**src/rtl/mac_result_drain.sv**
```systemverilog
// Shadow-captures one MAC row's accumulators. Each word is requantized to a signed
// OUT_W value and streamed out one word per valid/ready transfer.
module mac_result_drain #(
  parameter int unsigned N_COLS  = 4,
  parameter int unsigned ACC_W   = 26,
  parameter int unsigned OUT_W   = 8,
  parameter int unsigned SHIFT_W = 5,
  localparam int unsigned IDX_W  = (N_COLS > 1) ? $clog2(N_COLS) : 1
) (
  input  logic                      clk,
  input  logic                      reset,
  input  logic                      capture,
  input  logic [N_COLS*ACC_W-1:0]   acc_in,
  input  logic [SHIFT_W-1:0]        shift,
  output logic                      busy,
  output logic                      out_valid,
  input  logic                      out_ready,
  output logic [OUT_W-1:0]          out_data,
  output logic [IDX_W-1:0]          out_idx,
  output logic                      out_last,
  output logic                      out_sat,
  output logic                      overrun
);

  typedef enum logic [1:0] {IDLE, LOAD, SEND} state_t;

  localparam logic signed [ACC_W:0] Y_MAX = (ACC_W+1)'(2**(OUT_W-1) - 1);
  localparam logic signed [ACC_W:0] Y_MIN = ~Y_MAX;
  localparam logic [IDX_W-1:0]      LAST_IDX = IDX_W'(N_COLS - 1);

  state_t state, state_d;
  logic signed [ACC_W-1:0] shadow [N_COLS];
  logic [SHIFT_W-1:0]      shift_q;
  logic                    load_shadow;
  logic [IDX_W-1:0]        sel_c;
  logic [OUT_W:0]          q_c;

  logic               busy_d, out_valid_d, out_last_d, out_sat_d, overrun_d;
  logic [OUT_W-1:0]   out_data_d;
  logic [IDX_W-1:0]   out_idx_d;

  // Round-half-up arithmetic shift, then saturate; returns {sat, data}.
  function automatic logic [OUT_W:0] requant(input logic signed [ACC_W-1:0] x,
                                             input logic [SHIFT_W-1:0] sh);
    logic [SHIFT_W-1:0]      s;
    logic signed [ACC_W:0]   xe, rnd, y;
    s  = (sh > SHIFT_W'(ACC_W - 1)) ? SHIFT_W'(ACC_W - 1) : sh;
    xe = (ACC_W+1)'(x);
    if (s == '0) begin
      y = xe;
    end else begin
      rnd = (ACC_W+1)'(1) <<< (s - SHIFT_W'(1));
      y   = (xe + rnd) >>> s;
    end
    if (y > Y_MAX)      requant = {1'b1, Y_MAX[OUT_W-1:0]};
    else if (y < Y_MIN) requant = {1'b1, Y_MIN[OUT_W-1:0]};
    else                requant = {1'b0, y[OUT_W-1:0]};
  endfunction

  // LOAD fetches word 0; SEND prefetches the word after the one on the bus.
  assign sel_c = (state == SEND) ? out_idx + IDX_W'(1) : '0;
  assign q_c   = requant(shadow[sel_c], shift_q);

  always_ff @(posedge clk or negedge reset) begin
    if (!reset) begin
      state     <= IDLE;
      busy      <= 1'b0;
      out_valid <= 1'b0;
      out_data  <= '0;
      out_idx   <= '0;
      out_last  <= 1'b0;
      out_sat   <= 1'b0;
      overrun   <= 1'b0;
    end else begin
      state     <= state_d;
      busy      <= busy_d;
      out_valid <= out_valid_d;
      out_data  <= out_data_d;
      out_idx   <= out_idx_d;
      out_last  <= out_last_d;
      out_sat   <= out_sat_d;
      overrun   <= overrun_d;
    end
  end

  always_comb begin
    state_d     = state;
    out_valid_d = out_valid;
    out_data_d  = out_data;
    out_idx_d   = out_idx;
    out_last_d  = out_last;
    out_sat_d   = out_sat;
    overrun_d   = overrun | (capture && (state != IDLE));
    load_shadow = 1'b0;
    unique case (state)
      IDLE: begin
        if (capture) begin
          load_shadow = 1'b1;
          state_d     = LOAD;
        end
      end
      LOAD: begin
        out_valid_d = 1'b1;
        out_idx_d   = sel_c;
        out_data_d  = q_c[OUT_W-1:0];
        out_sat_d   = q_c[OUT_W];
        out_last_d  = (sel_c == LAST_IDX);
        state_d     = SEND;
      end
      SEND: begin
        if (out_ready) begin
          if (out_idx == LAST_IDX) begin
            out_valid_d = 1'b0;
            out_last_d  = 1'b0;
            state_d     = IDLE;
          end else begin
            out_idx_d  = sel_c;
            out_data_d = q_c[OUT_W-1:0];
            out_sat_d  = q_c[OUT_W];
            out_last_d = (sel_c == LAST_IDX);
          end
        end
      end
      default: state_d = IDLE;
    endcase
    busy_d = (state_d != IDLE);
  end

  // Shadow copy lets the MAC row keep accumulating during the drain.
  always_ff @(posedge clk or negedge reset) begin
    if (!reset) begin
      shift_q <= '0;
      for (int k = 0; k < N_COLS; k++) shadow[k] <= '0;
    end else if (load_shadow) begin
      shift_q <= shift;
      for (int k = 0; k < N_COLS; k++) shadow[k] <= acc_in[k*ACC_W +: ACC_W];
    end
  end

endmodule
```
**config.mk**
```make
export PLATFORM = sky130hd
export DESIGN_NAME = mac_result_drain
export DESIGN_NICKNAME = d
export VERILOG_FILES = /design/src/rtl/mac_result_drain.sv
export SDC_FILE = /design/constraint.sdc
export NUM_CORES = 1
export LEC_CHECK = 0
export ABC_CLOCK_PERIOD_IN_PS = 9510
export CAP_MARGIN = 20
export CORE_ASPECT_RATIO = 1.1
export CORE_MARGIN = 5
export CORE_UTILIZATION = 30
export CTS_BUF_LIST = sky130_fd_sc_hd__clkbuf_4
export DETAILED_ROUTE_END_ITERATION = 7
export MAX_ROUTING_LAYER = met4
export PLACE_DENSITY = 0.61
export RECOVER_POWER = 50
export SKIP_LAST_GASP = 1
export SYNTH_ARGS = -nofsm -noshare
export SYNTH_HDL_FRONTEND = slang
export SYNTH_SLANG_ARGS = --single-unit
```
**constraint.sdc**
```tcl
create_clock -name clk -period 9.51 [get_ports clk]
set_input_delay 2.853 -clock clk [delete_from_list [all_inputs] [get_ports clk]]
set_output_delay 2.853 -clock clk [all_outputs]
set_load 0.05 [all_outputs]
```
# ---- Word-level counts from Yosys, hierarchy flattened
# Cells that the tools add are included.
dict set report totals {
  ff_bits 126
  out_inout_bits 15
  input_bits 113
}
dict set report classes {
  n_shift 2
  mux 29
  n_reduce_logical 9
  bitwise 2
  n_addsub 3
  eq_ne 7
  order_cmp 4
}
# operator count
set op_table {}
lappend op_table {{$bmux 26 s2} 1}
lappend op_table {{$mux 26} 2}
lappend op_table {{$add 26x27->27} 1}
lappend op_table {{$gt 27x8->1 const B} 1}
lappend op_table {{$lt 27x8->1 const B} 1}
lappend op_table {{$mux 27} 1}
lappend op_table {{$sshl 2x5->27 const A} 1}
lappend op_table {{$sshr 27x5->27} 1}
lappend op_table {{$mux 9} 2}
lappend op_table {{$mux 8} 2}
lappend op_table {{$pmux 8 s2} 1}
lappend op_table {{$mux 2} 6}
lappend op_table {{$mux 1} 8}
lappend op_table {{$eq 2x2->1 const B} 3}
lappend op_table {{$pmux 1 s2} 3}
lappend op_table {{$pmux 2 s3} 1}
lappend op_table {{$reduce_and 3->1} 2}
lappend op_table {{$reduce_bool 2->1} 3}
lappend op_table {{$gt 5x5->1 const B} 1}
lappend op_table {{$logic_not 5->1} 1}
lappend op_table {{$mux 5} 1}
lappend op_table {{$sub 5x1->5 const B} 1}
lappend op_table {{$ne 2x2->1 const B} 2}
lappend op_table {{$pmux 2 s2} 1}
lappend op_table {{other kinds (9)} 9}

# ---- Longest topological paths before layout
dict set report logic_depth {
  depth_word 15
  ltp_mapped 26
}

# ---- Worst setup path after synthesis
# Ideal clock, no wire load.
dict set report synth_path {
  kind {register to register}
  start {register out_idx[0]}
  end {register out_data[0]}
  t_required_ns 9.384
  n_path_buf 5
  path_stages_with_launch 25
  arrival_time_ns 6.058
  setup_time_ns 0.126
  path_slack_ns 3.326
  cell_sequence {dfrtp_1 -> ha_1 -> clkbuf_1 -> clkbuf_1 -> clkbuf_1 -> buf_1 -> a211oi_1 -> a31oi_1 -> ha_1 -> inv_1 -> fa_1 -> nand2b_1 -> a21o_1 -> buf_6 -> a211o_1 -> nand3_2 -> xor2_1 -> a221o_1 -> a211o_1 -> a221o_1 -> a211oi_2 -> nand4_1 -> nor4_2 -> a32o_2 -> a21oi_1}
}
dict set report synth_via {
  elab_chain_len 15
}
# item line
set synth_lines {}
lappend synth_lines {{start: declaration} 19} ;# output logic [IDX_W-1:0] out_idx,
lappend synth_lines {{start signal: assignment} 79} ;# out_idx <= out_idx_d;
lappend synth_lines {{$add 2x1->2} 61} ;# assign sel_c = (state == SEND) ? out_idx + IDX_W'(1) : '0;
lappend synth_lines {{$mux 2} 61}
lappend synth_lines {{$not 2->3 (not written as such)} 62} ;# assign q_c = requant(shadow[sel_c], shift_q);
lappend synth_lines {{$bmux 26 s2} 62}
lappend synth_lines {{$mux 26 (not written as such) (2 in a row)} 62}
lappend synth_lines {{$add 26x27->27} 53} ;# y = (xe + rnd) >>> s;
lappend synth_lines {{$sshr 27x5->27} 53}
lappend synth_lines {{$mux 27} 49} ;# if (s == '0) begin
lappend synth_lines {{$lt 27x8->1} 56} ;# else if (y < Y_MIN) requant = {1'b1, Y_MIN[OUT_W-1:0]};
lappend synth_lines {{$mux 9} 56}
lappend synth_lines {{$mux 9} 55} ;# if (y > Y_MAX) requant = {1'b1, Y_MAX[OUT_W-1:0]};
lappend synth_lines {{$mux 8} 112} ;# if (out_idx == LAST_IDX) begin
lappend synth_lines {{$mux 8} 111} ;# if (out_ready) begin
lappend synth_lines {{$pmux 8 s2} 95} ;# unique case (state)
lappend synth_lines {{end signal: assignment} 78} ;# out_data <= out_data_d;
lappend synth_lines {{end: declaration} 18} ;# output logic [OUT_W-1:0] out_data,
# Parallel ways exist; a longest one is shown, timed or not. The select of a mux whose other input is x is not followed.
# A chain may end at the register's enable or synchronous reset.

# ---- Worst setup path after layout
dict set report layout_path {
  start {register out_idx[0]}
  end {register out_data[6]}
}
# The elaborated chain is that of the path after synthesis.

==> impl_metrics.ini <==
[sta]
skew_ns = 0.0251
slew_headroom_pct = -137
maxSlewViolCount = 166
final-setup-viol-count = 0
tightest_slew_ns = 3.55
hold-worst-slack_ns = 0.482
setup_tns_ns = 0
post-route-min-period_ns = 6.66
setup_ws_ns = 2.85
period_share_pct = 70.0
hold_violations = 0
fmax_mhz = 150
rsz0062_at_grt = no

[die]
coreArea_um2 = 33000
dieWidth_um = 184
rows = 70
start_util_pct = 30.1
die_area_um2 = 36900
io_pins = 128
chipHeight_um = 201

[worst_setup_path]
startpoint_type = flip-flop
reg2regPathDepth = 22
timing.rr.end = out_data[6]
crit_fanout = 42
arrival_ns = 7.14
path_class = flip-flop to flip-flop
regToRegSetupSlack_ns = 2.85
endpoint_kind = flip-flop
r2r-start = out_idx[0]
crit_required_ns = 9.99

[routing]
vias_per_cell = 5.73
drt-pass1-iter-count = 5
drc = 0
ant_nets = 0
wl_um = 37600
drtIter0Drc = 870
vias = 9651
post_drt_wl_per_cell_um = 22.4

[min_path]
hold_class = flip-flop to flip-flop
min_from = overrun
min_path_cells = 1
holdPathEnd = overrun

[synth]
synth-xor-area-share_pct = 1.93
ys_warn_count = 0
yosysTopAreaCell = dfrtp_1
ys_types = 99
synth_top_area_share_pct = 31.7
synth_edf_count = 0
synth.area.mux_share_pct = 15.3
synth_nets = 1279
synth-seq-area-share_pct = 31.7
synth_compound_area_share_pct = 23.6
syn_inst = 1138
async_flop_share_pct = 100
synth_area_leaders = dfrtp_1, mux2_2, nand2_1
synth_top_family_by_area = compound AO/OA/AOI/OAI gates
synth-seq-cells = 126
ys.flop_type = dfrtp_1
yosys.area_share.simple_pct = 19.3
synth_area_per_cell_um2 = 8.74
syn_area_um2 = 9940
yosys.area_share.adder_pct = 3.60

[layout]
syn_to_final_growth_pct = 18.7
drive_gt1_share_pct = 16.7
nNetsFinal = 1377
fin_util_pct = 35.7

[status]
violations = capacitance limit, slew limit
outcome = complete, but fails checks

[global_routing]
grt_remaining_overflow = 0
grtUsageTotal_pct = 20.6
grt_pass1_vias = 9760
grt_first_pass_wirelength_um = 58100
grt_max_degree = 80
grt_antenna_before_repair = 2

[clock_network]
cts_sinks = 126
clkTransAtPathRegs_ns = 0.12
cts_inserted_buffers = 17
cts_resized = 0
post_cts_buffers = 0
cts-htree-levels = 4
cts_tree = done
holdBufCountCts = 0
insertion_delay_ns = 0.55
clockBufferDepth = 2
cts_root_buffer = clkbuf_4

[flow_run]
cap_violations = 3

[placed_design]
pre_cts_ws_ns = 2.91
place_congestion = 0.987
dp_hpwl_um = 29300
numPortBuffers = 127
-- layout by cell type (no fill, tap or decap), types with 11 or more instances in the layout --
master	count
a211o_1	13
a211oi_1	29
a21o_1	15
a21oi_1	66
a31oi_1	26
buf_4	24
clkbuf_4	17
clkdlybuf4s50_1	124
dfrtp_1	126
ha_1	27
mux2_2	110
mux2i_1	24
nand2_1	148
nand3_1	25
nor2_1	109
nor2b_1	19
nor3_1	13
o211ai_1	20
o21ai_0	50
o21ai_1	11
o22ai_1	11
or3_1	15
-- worst max path at each step --
| stage | start | to | slack, ns |
|---|---|---|---|
| 5_1_grt | reset | out_idx[0] | 2.02 |
| 3_5_place_dp | out_idx[0] | out_data[6] | 2.91 |
| 4_1_cts | out_idx[0] | out_data[6] | 2.90 |
| 3_3_place_gp | out_idx[0] | out_data[6] | 2.94 |
| 6_report | out_idx[0] | out_data[6] | 2.85 |
| 2_1_floorplan | out_idx[0] | out_data[0] | 3.33 |
-- worst max-delay path, cell delays in order (launching register included) --
cell	delay, ns
dfrtp_1	0.60
ha_1	0.42
buf_4	0.42
nand2_1	0.30
buf_4	0.29
nand2_1	0.08
nand2_1	0.04
o21ai_0	0.40
inv_1	0.09
ha_1	0.32
a211oi_1	0.31
o21ai_1	0.18
a211o_1	0.41
a211oi_2	0.39
xnor2_1	0.28
nand2b_1	0.20
o211ai_1	0.16
a221o_1	0.38
a2111oi_0	0.38
nor4b_2	0.32
a31o_2	0.31
o2111ai_1	0.14
a21oi_1	0.16
-- sequential cells by signal, summed over array words and instances, names as in the netlist --
register / cells
busy: 1
out_data: 8
out_idx: 2
out_valid: 1
out_sat: 1
overrun: 1
shift_q: 5
out_last: 1
state: 2
shadow: 104
-- stage by stage --
step	instance area [µm²]	instances
2_1_floorplan	9940	1138
3_3_place_gp	11600	1649
3_5_place_dp	11600	1649
4_1_cts	11800	1681
5_1_grt	11800	1683
6_report	11800	1683
-- kinds of logic after synthesis --
group                    count (synthesis)
AND/OR/NAND/NOR                        404
AO/OA/AOI/OAI                          336
multiplexers                           136
flip-flops                             126
buffers and inverters                   86
adder cells (fa/ha/maj)                 28
XOR/XNOR                                21
other                                    1
-- routing by layer --
layer / up-vias / global-route usage, % / wire [µm]
met5: - / - / 0
met4: 0 / 11.7 / 2300
met3: 122 / 3.39 / 2290
met2: 450 / 31.0 / 17000
met1: 4635 / 26.1 / 16100
li1: 4444 / - / -
-- area by class of cell --
cell class / instances / area (µm²)
Clock inverter: 15 / 123
Tap cell: 432 / 541
Multi-Input combinational cell: 926 / 6350
Antenna cell: 2 / 5.00
Timing Repair Buffer: 153 / 1450
Clock buffer: 17 / 128
Inverter: 12 / 45.0
Fill cell: 3347 / 21200
Sequential cell: 126 / 3150
-- cells in the mapped netlist, types with 5 or more instances --
cell      count
a21o_1       15
a22oi_1       6
nor4_1        5
a221oi_1      8
o211ai_1     20
o22ai_1      11
nor3_1       13
and2_1       10
or3_1        15
inv_1        10
o21a_1        8
nand3_1      25
mux2_2      110
o21ai_1      11
o21ai_0      50
dfrtp_1     126
buf_6         9
a211o_1      13
o31ai_1       7
ha_1         27
clkbuf_1     50
nand4_1      10
nor2_1      109
a211oi_1     29
nor2b_1      19
a31oi_1      27
nand2b_1     10
nand2_1     148
a21oi_1      66
mux2i_1      24
xor2_1       10
xnor2_1      10
Power is left out: the tool's default activity adds up to more than one toggle a clock period on the data nets, which glitch-free logic cannot reach.
